## src/rtl/rr_mux_arbiter.sv

```systemverilog
// Round-robin arbiter owning the select of a shared 8:1 data mux; bursts of up to BURST_MAX beats per grant.
// Optional MUX_ARB_LOCK_EN adds lockIn, which holds a grant past the burst limit.
module rr_mux_arbiter #(
  parameter int DATA_W    = 8,
  parameter int BURST_MAX = 4
) (
  input  logic                  clk,
  input  logic                  rstN,
  input  logic [7:0]            reqIn,
  input  logic [8*DATA_W-1:0]   dataIn,
  input  logic                  outReady,
`ifdef MUX_ARB_LOCK_EN
  input  logic                  lockIn,
`endif
  output logic [7:0]            grantOut,
  output logic [2:0]            selectLine,
  output logic                  outValid,
  output logic [DATA_W-1:0]     dataOut
);

  typedef enum logic [0:0] {IDLE, GRANT} arbStateT;

  localparam logic [3:0] LAST_BEAT = 4'(BURST_MAX - 1);

  arbStateT          state, stateNext;
  logic [7:0]        grantNext;
  logic [2:0]        selNext;
  logic [3:0]        beatCount, beatNext;
  logic [2:0]        lastSel, lastSelNext;

  logic [2:0]        arbBase;
  logic [2:0]        scanIdx;
  logic [2:0]        winIdx;
  logic              winFound;
  logic              lockActive;
  logic              transfer;
  logic              lastBeat;
  logic              releaseGrant;
  logic [DATA_W-1:0] words [8];

`ifdef MUX_ARB_LOCK_EN
  assign lockActive = lockIn;
`else
  assign lockActive = 1'b0;
`endif

  always_comb begin
    for (int unsigned i = 0; i < 8; i++) begin
      words[i] = dataIn[i*DATA_W +: DATA_W];
    end
  end

  assign outValid = (state == GRANT) && reqIn[selectLine];
  assign dataOut  = outValid ? words[selectLine] : '0;
  assign transfer = outValid && outReady;
  assign lastBeat = (beatCount == LAST_BEAT);

  assign releaseGrant = (state == GRANT) &&
                        (!reqIn[selectLine] || (transfer && lastBeat && !lockActive));

  // In GRANT the search pivots on selectLine so a release can re-arbitrate at the same edge
  // with the rotation that lastSel will hold afterwards.
  always_comb begin
    arbBase  = (state == GRANT) ? selectLine : lastSel;
    winFound = 1'b0;
    winIdx   = '0;
    scanIdx  = '0;
    for (int unsigned k = 1; k <= 8; k++) begin
      scanIdx = arbBase + 3'(k);
      if (!winFound && reqIn[scanIdx]) begin
        winFound = 1'b1;
        winIdx   = scanIdx;
      end
    end
  end

  always_comb begin
    stateNext   = state;
    selNext     = selectLine;
    grantNext   = grantOut;
    beatNext    = beatCount;
    lastSelNext = lastSel;
    case (state)
      IDLE: begin
        if (winFound) begin
          stateNext = GRANT;
          selNext   = winIdx;
          grantNext = 8'b1 << winIdx;
          beatNext  = '0;
        end
      end
      GRANT: begin
        if (releaseGrant) begin
          lastSelNext = selectLine;
          beatNext    = '0;
          if (winFound) begin
            selNext   = winIdx;
            grantNext = 8'b1 << winIdx;
          end else begin
            stateNext = IDLE;
            grantNext = '0;
          end
        end else if (transfer) begin
          // Under lock the count parks at the last beat so dropping lockIn releases on the next transfer.
          beatNext = (lockActive && lastBeat) ? beatCount : beatCount + 4'd1;
        end
      end
      default: begin
        stateNext = IDLE;
        grantNext = '0;
      end
    endcase
  end

  always_ff @(posedge clk or negedge rstN) begin
    if (!rstN) begin
      state      <= IDLE;
      selectLine <= '0;
      grantOut   <= '0;
      beatCount  <= '0;
      lastSel    <= 3'd7;
    end else begin
      state      <= stateNext;
      selectLine <= selNext;
      grantOut   <= grantNext;
      beatCount  <= beatNext;
      lastSel    <= lastSelNext;
    end
  end

  grantOneHot: assert property (@(posedge clk) disable iff (!rstN) $onehot0(grantOut));

  grantMatchesSel: assert property (@(posedge clk) disable iff (!rstN)
    (grantOut == '0) || (grantOut == (8'b1 << selectLine)));

  grantMatchesState: assert property (@(posedge clk) disable iff (!rstN)
    (state == GRANT) == (grantOut != '0));

  beatInRange: assert property (@(posedge clk) disable iff (!rstN) beatCount <= LAST_BEAT);

endmodule

```

## config.mk

```make
export PLATFORM = sky130hd
export DESIGN_NAME = rr_mux_arbiter
export DESIGN_NICKNAME = d
export VERILOG_FILES = /design/src/rtl/rr_mux_arbiter.sv
export SDC_FILE = /design/constraint.sdc
export NUM_CORES = 1
export LEC_CHECK = 0
export CAP_MARGIN = 20
export CELL_PAD_IN_SITES_DETAIL_PLACEMENT = 2
export CELL_PAD_IN_SITES_GLOBAL_PLACEMENT = 2
export CORE_MARGIN = 3
export CORE_UTILIZATION = 28
export CTS_BUF_LIST = sky130_fd_sc_hd__clkbuf_8
export DETAILED_ROUTE_END_ITERATION = 7
export HOLD_SLACK_MARGIN = 0.03
export PLACE_DENSITY_LB_ADDON = 0.1
export SLEW_MARGIN = 30
export SYNTH_ARGS = -nofsm -noshare
export SYNTH_HDL_FRONTEND = slang
export SYNTH_SLANG_ARGS = --single-unit
```

## constraint.sdc

```tcl
create_clock -name clk -period 4.2 [get_ports clk]
set_clock_uncertainty 0.15 [all_clocks]
set_input_delay 0.84 -clock clk [delete_from_list [all_inputs] [get_ports clk]]
set_output_delay 0.84 -clock clk [all_outputs]
set_load 0.02 [all_outputs]
```

# ---- Word level (Yosys, flattened, before mapping)
# Cells that the tools add are included.
dict set report word_totals {
  regBits 19
  input_bits 75
  wordCells 106
  output_inout_bits 20
}
dict set report classes {
  reduce_logical 23
  n_addsub 8
  bitwise 2
  eq_ne 4
  order_cmp 10
  muxes 53
  shifts 1
}
# op n
set ops {}
lappend ops {{two-way mux 8 bit} 6}
lappend ops {{less-than comparator 3 x 4 -> 1 bit, second input constant} 9}
lappend ops {{two-way mux 3 bit} 11}
lappend ops {{binary-select mux 1 bit (select 3 bit)} 9}
lappend ops {{binary-select mux 8 bit (select 3 bit)} 1}
lappend ops {{two-way mux 1 bit} 19}
lappend ops {{case mux 8 bit (2 select lines)} 1}
lappend ops {{adder 3 bit, second input constant} 4}
lappend ops {{two-way mux 4 bit} 3}
lappend ops {{logical AND 1 bit} 11}
lappend ops {{logical NOT 1 bit} 8}
lappend ops {{case mux 4 bit (2 select lines)} 1}
lappend ops {{left shift 1 x 3 -> 8 bit, first input constant} 1}
lappend ops {{adder 3 x 2 -> 3 bit, second input constant} 2}
lappend ops {{case mux 3 bit (2 select lines)} 1}
lappend ops {{AND reduction 2 bit} 3}
lappend ops {{adder 4 x 1 -> 4 bit, second input constant} 1}
lappend ops {{== test 4 x 2 -> 1 bit, second input constant} 1}
lappend ops {{greater-or-equal comparator 4 bit, second input constant} 1}
lappend ops {{NOT 3 -> 4 bit} 1}
lappend ops {{adder 3 x 1 -> 3 bit, second input constant} 1}
lappend ops {{inequality test 3 x 1 -> 1 bit, second input constant} 1}
lappend ops {{inequality test 2 x 1 -> 1 bit, second input constant} 1}
lappend ops {{inequality test 2 bit, second input constant} 1}
lappend ops {{3 further kinds} 3}

# ---- Depth between registers and ports, before layout
dict set report depth {
  word_depth 30
  mapped_depth 14
  ltp_nobuf 10
}

# ---- Worst setup path before layout
# OpenSTA, ideal clock, no wires.
dict set report synth_timing {
  kind {reg-to-reg}
  start {reg state}
  end {reg grantOut[0]}
  path_slack_ns 0.541
  t_arrival_ns 3.417
  required_time_ns 3.958
  path_stages_with_launch 13
  n_path_buf 2
  path_cell_list {dfrtp_1 -> buf_6 -> mux2i_1 -> inv_1 -> buf_2 -> ha_1 -> xnor2_2 -> mux4_2 -> o21ai_2 -> a2111oi_0 -> or4_4 -> nand2b_4 -> o31ai_2}
}
dict set report synth_between {
  elab_chain_cells 30
}
# element line_no
set synth_lines {}
lappend synth_lines {{start, declared} 25} ;# arbStateT state, stateNext;
lappend synth_lines {{start signal, assigned} 123} ;# state <= stateNext;
lappend synth_lines {{two-way mux 3 bit} 64} ;# arbBase = (state == GRANT) ? selectLine : lastSel;
lappend synth_lines {{adder 3 x 1 -> 3 bit} 69} ;# scanIdx = arbBase + 3'(k);
lappend synth_lines {{binary-select mux 1 bit (select 3 bit)} 70} ;# if (!winFound && reqIn[scanIdx]) begin
lappend synth_lines {{two-way mux 1 bit (not written as such)} 70}
lappend synth_lines {{two-way mux 1 bit} 70}
lappend synth_lines {{logical NOT 1 bit} 70}
lappend synth_lines {{logical AND 1 bit} 70}
lappend synth_lines {{two-way mux 1 bit} 70}
lappend synth_lines {{[... 14 more ...]} -}
lappend synth_lines {{two-way mux 1 bit} 70}
lappend synth_lines {{logical NOT 1 bit} 70}
lappend synth_lines {{logical AND 1 bit} 70}
lappend synth_lines {{two-way mux 3 bit} 70}
lappend synth_lines {{left shift 1 x 3 -> 8 bit} {88, 98}}
lappend synth_lines {{two-way mux 8 bit} 96} ;# if (winFound) begin
lappend synth_lines {{two-way mux 8 bit} 93} ;# if (releaseGrant) begin
lappend synth_lines {{case mux 8 bit (2 select lines)} 83} ;# case (state)
lappend synth_lines {{end signal, assigned} 125} ;# grantOut <= grantNext;
lappend synth_lines {{end, declared} 15} ;# output logic [7:0] grantOut,
# Parallel ways exist; a longest one is shown, timed or not. The select of a mux whose other input is x is not followed.
# A chain may end at the register's enable or synchronous reset.

# ---- Final worst setup path
dict set report layout_timing {
  start {in reqIn[7]}
  end {out dataOut[7]}
}
dict set report layout_between {
  elab_chain_cells 4
}
# element line_no
set layout_lines {}
lappend layout_lines {{start, declared} 9} ;# input logic [7:0] reqIn,
lappend layout_lines {{binary-select mux 1 bit (select 3 bit)} 53} ;# assign outValid = (state == GRANT) && reqIn[selectLine];
lappend layout_lines {{two-way mux 1 bit (not written as such)} 53}
lappend layout_lines {{logical AND 1 bit} 53}
lappend layout_lines {{two-way mux 8 bit} 54} ;# assign dataOut = outValid ? words[selectLine] : '0;
lappend layout_lines {{end, declared} 18} ;# output logic [DATA_W-1:0] dataOut
# No other way between the ends. The select of a mux whose other input is x is not followed.

==> results.cfg <==
[detailed_routing]
drc = 0
dr.pass1.iters = 4
drt_wl_total_um = 9490
wire_per_inst_um = 21.2
postRouteAntennaNets = 0
drt_iter0_markers = 87
num_vias = 2477
vias_per_cell = 5.53

[clock_tree]
cts.sinks = 19
clk_transition_reported_paths_ns = 0.07
h-tree-depth = 1
tritoncts = yes
ctsHoldBuffers = 0
post-cts-setup-buffer-count = 0
clkLatencyLatePin_ns = 0.26
cts.path.max_buffers = 2
root_buffer = clkbuf_8
ctsResizeCount = 0
cts_made_buffers = 3

[floorplan]
coreArea_mm2 = 0.00846
ios = 95
dieArea_mm2 = 0.0101
start_util_pct = 29.6
die_w_um = 101
rows = 33
die_h_um = 101

[timing]
hold_violations = 0
slew_viol_final = 0
tightest_slew_ns = 0.743
relSlewSlack_pct = 49.8
rsz0062_at_grt = no
setup_viol = 0
fmax_mhz = 250
fin_tns_setup_ns = 0
fin_crit_ns = 4.00
post-route-period-util_pct = 95.2

[final_layout]
drive_above_1_share_pct = 25.4
areaGrowthSynthToFinish_pct = 47.7
num_antenna_cells = 0
register_area_um2 = 479
nets = 422
multi_input_area_mm2 = 0.00191
finalInstanceArea_mm2 = 0.00370
fill_cells = 892

[critical_path]
cpPeakStageDelay_ns = 0.56
timing.rr.end = grantOut[7]
worst-path-max-fanout = 10
r2r.worst_path.cells = 11
startpoint_type = input port
worstPathCellList = clkdlybuf4s50_1, mux4_2, mux2i_1, or2b_1, nor2_1, clkdlybuf4s50_1
r2r_slack_ns = 0.39
slowest_stage = clkdlybuf4s50_1
endpoint_kind = output pin
r2r_start = state
crit_type = in2out
cp_common_cell = clkdlybuf4s50_1
cp.buffers_inverters = 2
crit_arrival_ns = 3.01
crit_family = buffers and inverters
worst-endpoint-required_ns = 3.21

[global_route]
grt_max_degree = 22
grt_pass1_wl_um = 15200
grt_overflow = 0
antenna_found_initial = 0
grt_pass1_vias = 2802
grtUsageTotal_pct = 19.1

[hold_path]
hold_start = grantOut[4]
hold_depth = 2
hold_end = grantOut[4]
hold_class = reg2reg

[synthesis]
async_flop_share_pct = 100
yosys.area.top_type_share_pct = 22.5
synthesis.area_mm2 = 0.00251
synth-edff-count = 0
synth_cell_types = 62
synth_nets = 314
netlist_top_cells_count = 26 x nand2_1, 25 x mux4_2, 25 x nor2_1, 23 x mux2i_1, 16 x dfrtp_1
yosysWarnings = 0
synth_largest_area_cell = mux4_2
synth_seq_area_share_pct = 19.1
post-synth-top-count-cell = nand2_1
synth_seq_cells = 19
syn_inst = 236
syn_area_per_cell_um2 = 10.6
synth_area_leaders = mux4_2 22%, dfrtp_1 16%, mux2i_1 9.2%
synth_ff_type = dfrtp_1

[power_and_ir_drop]
p_leak_nw = 1.45
vdd_drop_max_mv = 0.262
p_per_area_mw_per_mm2 = 854

[run]
cap_violations = 0

[placed_design]
gp_congestion = 0.799
io_buffers = 94
dpl.hpwl_um = 8120
place_area_mm2 = 0.00366

[status]
outcome = finished, final reports clean
## worst max path at each step
stage | slack, ns | cells past startpoint | to | from
2_1_floorplan | 0.54 | 12 | grantOut[0] | state
3_3_place_gp | 0.23 | 6 | dataOut[6] | reqIn[7]
3_5_place_dp | 0.16 | 6 | dataOut[4] | reqIn[7]
4_1_cts | 0.15 | 6 | dataOut[4] | reqIn[7]
5_1_grt | 0.03 | 6 | dataOut[7] | reqIn[7]
6_report | 0.20 | 6 | dataOut[7] | reqIn[7]
## worst min-delay path: cells and delay by family, from the launching register on
family | cells | cell delay [ns]
AND/OR/NAND/NOR | 1 | 0.06
flip-flops | 1 | 0.35
AO/OA/AOI/OAI | 1 | 0.05
## final cells by class
type                    instances  share of cell area, %
multi-input cells             197                   51.7
repair buffers                117                   29.9
flip-flops and latches         19                   12.9
well taps                     105                   3.55
clock buffers                   3                   1.12
inverters                       6                  0.608
clock inverters                 1                  0.135
## cells by family (layout without fill, tap and decap cells)
logic type	count (synthesis)	after routing	synth area share (%)
XOR/XNOR	5	5	2.35
adder cells (fa/ha/maj)	3	3	1.50
flip-flops	19	19	19.1
buffers and inverters	20	127	4.49
AND/OR/NAND/NOR	78	78	15.4
AO/OA/AOI/OAI	45	45	14.4
multiplexers	66	66	42.8
## routing by layer
metal  vias to the layer above  share of wire, %  track usage, %
li1                       1143                 -               -
met1                      1247                45            26.3
met2                        83                48            32.5
met3                         4               6.4            3.18
met4                         0              0.46            2.18
met5                         -                 0               0
## per-stage QoR
step / setup slack [ns] / util (%) / hold slack (ns) / power (mW) / std cells
2_1_floorplan: 0.541 / - / 0.318 / 2.20 / 236
3_3_place_gp: 0.230 / 43.3 / 0.313 / 3.00 / 444
3_5_place_dp: 0.164 / 43.3 / 0.334 / 3.06 / 444
4_1_cts: 0.151 / 43.8 / 0.351 / 3.21 / 448
5_1_grt: 0.0293 / 43.7 / 0.388 / 3.42 / 448
6_report: 0.200 / 43.7 / 0.345 / 3.16 / 448
## where the power goes
group	total, mW	switching, mW	internal [mW]
Clock	0.132	0.0661	0.0661
Sequential	0.309	0.0472	0.262
Combinational	2.72	1.45	1.27
## cells in the final DEF, fill, tap and decap left out, types with 5 or more instances in the layout
cell type,n
dfrtp_1,16
mux4_2,25
buf_4,23
mux2_2,9
o21ai_0,6
clkdlybuf4s50_1,93
and2_1,5
nor2_1,25
nand2_1,26
mux2i_1,23
nor3_1,5
## sequential cells by signal, summed over array words and instances, names as in the netlist
| register | count |
|---|---|
| beatCount | 4 |
| grantOut | 8 |
| lastSel | 3 |
| selectLine | 3 |
| state | 1 |
No activity file was read; power rests on OpenSTA's default activity.
